## config.mk

```make
export PLATFORM = sky130hd
export DESIGN_NAME = program_counter
export DESIGN_NICKNAME = d
export VERILOG_FILES = /design/src/rtl/program_counter_pkg.sv /design/src/rtl/program_counter.sv
export SDC_FILE = /design/constraint.sdc
export NUM_CORES = 1
export LEC_CHECK = 0
export CORE_MARGIN = 2
export CORE_UTILIZATION = 33
export DETAILED_ROUTE_END_ITERATION = 7
export PLACE_DENSITY = 0.82
export SLEW_MARGIN = 0
export SYNTH_ARGS = -nofsm -noshare
export SYNTH_HDL_FRONTEND = slang
export SYNTH_SLANG_ARGS = --single-unit
```

## constraint.sdc

```tcl
create_clock -name clk -period 1.1 [get_ports clk]
set_input_delay 0.11 -clock clk [delete_from_list [all_inputs] [get_ports clk]]
set_output_delay 0.11 -clock clk [all_outputs]
set_load 0.005 [all_outputs]
```

## src/rtl/program_counter_pkg.sv

```systemverilog
// Shared core definitions: PC width, reset vector and PC type used by fetch,
// branch and PC-mux logic.
package program_counter_pkg;

  localparam int unsigned XLEN = 32;

  typedef logic [XLEN-1:0] pc_t;

  localparam pc_t RESET_VECTOR = 32'h0000_0000;

endpackage

```

## src/rtl/program_counter.sv

```systemverilog
// Architectural PC register at the head of fetch: captures the upstream next-PC
// every cycle, async active-high reset to the reset vector.
module program_counter #(
  parameter int unsigned        XLEN         = program_counter_pkg::XLEN,
  parameter logic [XLEN-1:0]    RESET_VECTOR = program_counter_pkg::RESET_VECTOR
) (
  input  logic            clk,
  input  logic            rst,
  input  logic [XLEN-1:0] pc_in,
  output logic [XLEN-1:0] pc_next
);

  import program_counter_pkg::*;

  logic [XLEN-1:0] r_pc;

  always_ff @(posedge clk or posedge rst) begin
    if (rst) begin
      r_pc <= RESET_VECTOR;
    end else begin
      r_pc <= pc_in;
    end
  end

  assign pc_next = r_pc;

endmodule

```

==> impl_metrics.ini <==
[placed_design]
portBuffers = 65
place_area_sq_um = 1510
post-place-ws_ns = 0.165
dpl.hpwl_um = 1360
gp_congestion = 0.579
dp.cells = 128

[sta]
hold_slack_ns = 0.0995
rsz0062_at_grt = false
period_needed_ns = 1.04
slew_viol_final = 0
relSlewSlack_pct = 84.8
worst_pin_slew_ns = 0.227
finalSetupViolations = 0
fin_tns_setup_ns = 0
worst_slack_ns = 0.0616
hold_violations = 0
max_freq_ghz = 0.963
timing.final.crit_share_pct = 94.4

[global_routing]
grt_use_met2_pct = 24.7
use_met3_pct = 9.32
grt_first_pass_wirelength_um = 2660
grtUsageTotal_pct = 14.6
overflow = 0
grt_busiest_layer = met2
met1_usage_pct = 12.6
grt_pass1_vias = 560
grt_max_degree = 19
antenna_found_initial = 0

[layout]
n_antenna_cell = 0
stdcell_count = 136
final_nets = 141
synthToLayoutAreaGrowth_pct = 93.2
drive_above_1_share_pct = 9.26
multi_input_cells = 0
largest_register_ffs = 32
utilization_pct = 68.9
fin_area_sq_um = 1550
num-fill-cells = 199
multi_input_comb_area_sq_um = 0

[cts]
clk_path_buf_depth = 2
cts_inserted_buffers = 5
cts.clk_slew.worst_paths_ns = 0.10
h-tree-depth = 2
hold_buffers = 0
cts-root-buf = clkbuf_4
clock_sinks = 32
tritoncts = done

[detailed_routing]
wl_um = 1710
viasPerCell = 3.94
wl_per_cell_um = 12.5
ant_nets = 0
dr.pass1.iters = 2
drc_errors = 0
via_count = 536
drt_iter0_drc = 2

[worst_setup_path]
worst-endpoint-arrival_ns = 0.93
startpoint_type = flip-flop
cp_cell_sequence = dlygate4sd2_1
cp_num_buf_inv = 1
path_depth = 1
path_class = reg -> out
cp_max_fo = 1
cp_top_family = flip-flops
cp.required_ns = 0.99
crit_path_end_kind = primary output
critPathMaxStageDelay_ns = 0.36
cpMaxStageDelayCell = dfrtp_1

[floorplan]
dieHeight_um = 53.4
core_area_sq_um = 2250
row_count = 17
die_w_um = 53.4
ios = 66
initial_core_util_pct = 35.7
die_area_sq_um = 2850

[logic_synthesis]
synth_nets = 67
syn_area_sq_um = 805
synthMuxAreaShare_pct = 0
synth_top_family_by_area = buffers and inverters
synth_compound_area_share_pct = 0
synthXorXnorAreaFrac_pct = 0
synthAdderAreaFrac_pct = 0
synth_cell_types = 2
ys_warn_count = 0
synth_cells = 33
syn_avg_cell_area_sq_um = 24.4
synth-seq-cells = 32
synthSimpleGateAreaFrac_pct = 0
ys_seq_area_share_pct = 99.5

[power]
powerDensity_nw_per_um2 = 1380
p_leak_nw = 0.708
vdd_ir_drop_max_v = 0.00106
report.power.total_mw = 2.14

[status]
outcome = complete, no violations

[flow_run]
maxCapViolCount = 0

[worst_hold_path]
hold_class = in -> async
[worst max-delay path by stage]
stage,start,end,slack [ns]
2_1_floorplan,rst,pc_next[0]$_DFF_PP0_,0.30
3_3_place_gp,pc_next[8]$_DFF_PP0_,pc_next[8],0.18
3_5_place_dp,pc_next[20]$_DFF_PP0_,pc_next[20],0.17
4_1_cts,pc_next[20]$_DFF_PP0_,pc_next[20],0.007
5_1_grt,pc_next[1]$_DFF_PP0_,pc_next[1],0.003
6_report,pc_next[10]$_DFF_PP0_,pc_next[10],0.06
[layer usage]
layer	wire [um]	part of all wire (%)
met3	190	11
met4	17	1.0
met2	984	58
met5	0	0
met1	513	30
[power breakdown]
group	total [mW]	switching (mW)	internal, mW
clock	0.659	0.355	0.304
sequential	1.25	0.0138	1.23
combinational	0.238	0.0671	0.171
[cell type report]
class | count | area [sq um] | share of cell area (%)
sequential | 32 | 801 | 51.5
timing repair buffer | 67 | 653 | 42.0
clock buffer | 6 | 51.3 | 3.30
tap | 28 | 35.0 | 2.25
clock inverter | 2 | 10.0 | 0.644
inverter | 1 | 3.75 | 0.242
[Yosys cell counts]
master	number	area, sq um
inv_1	1	3.75
dfrtp_1	32	801
[cells by family after synthesis]
kind of cell           after synthesis
buffers and inverters                1
DFF                                 32
[what timing repair did]
action                                  4_1_cts  5_1_grt
endpoints found under the setup margin       32       22
cloned                                        0        0
setup buffers                                 0        0
pin swaps                                     0        0
resized for setup                            32       22
[placed cells by master (no fill, tap or decap), drive strengths merged]
cell type,instances
buf,2
clkbuf,6
clkdlybuf4s15,22
clkdlybuf4s50,33
clkinv,2
dfrtp,32
dlygate4sd2,10
inv,1
Note: power is estimated with default switching activity, not from simulation.
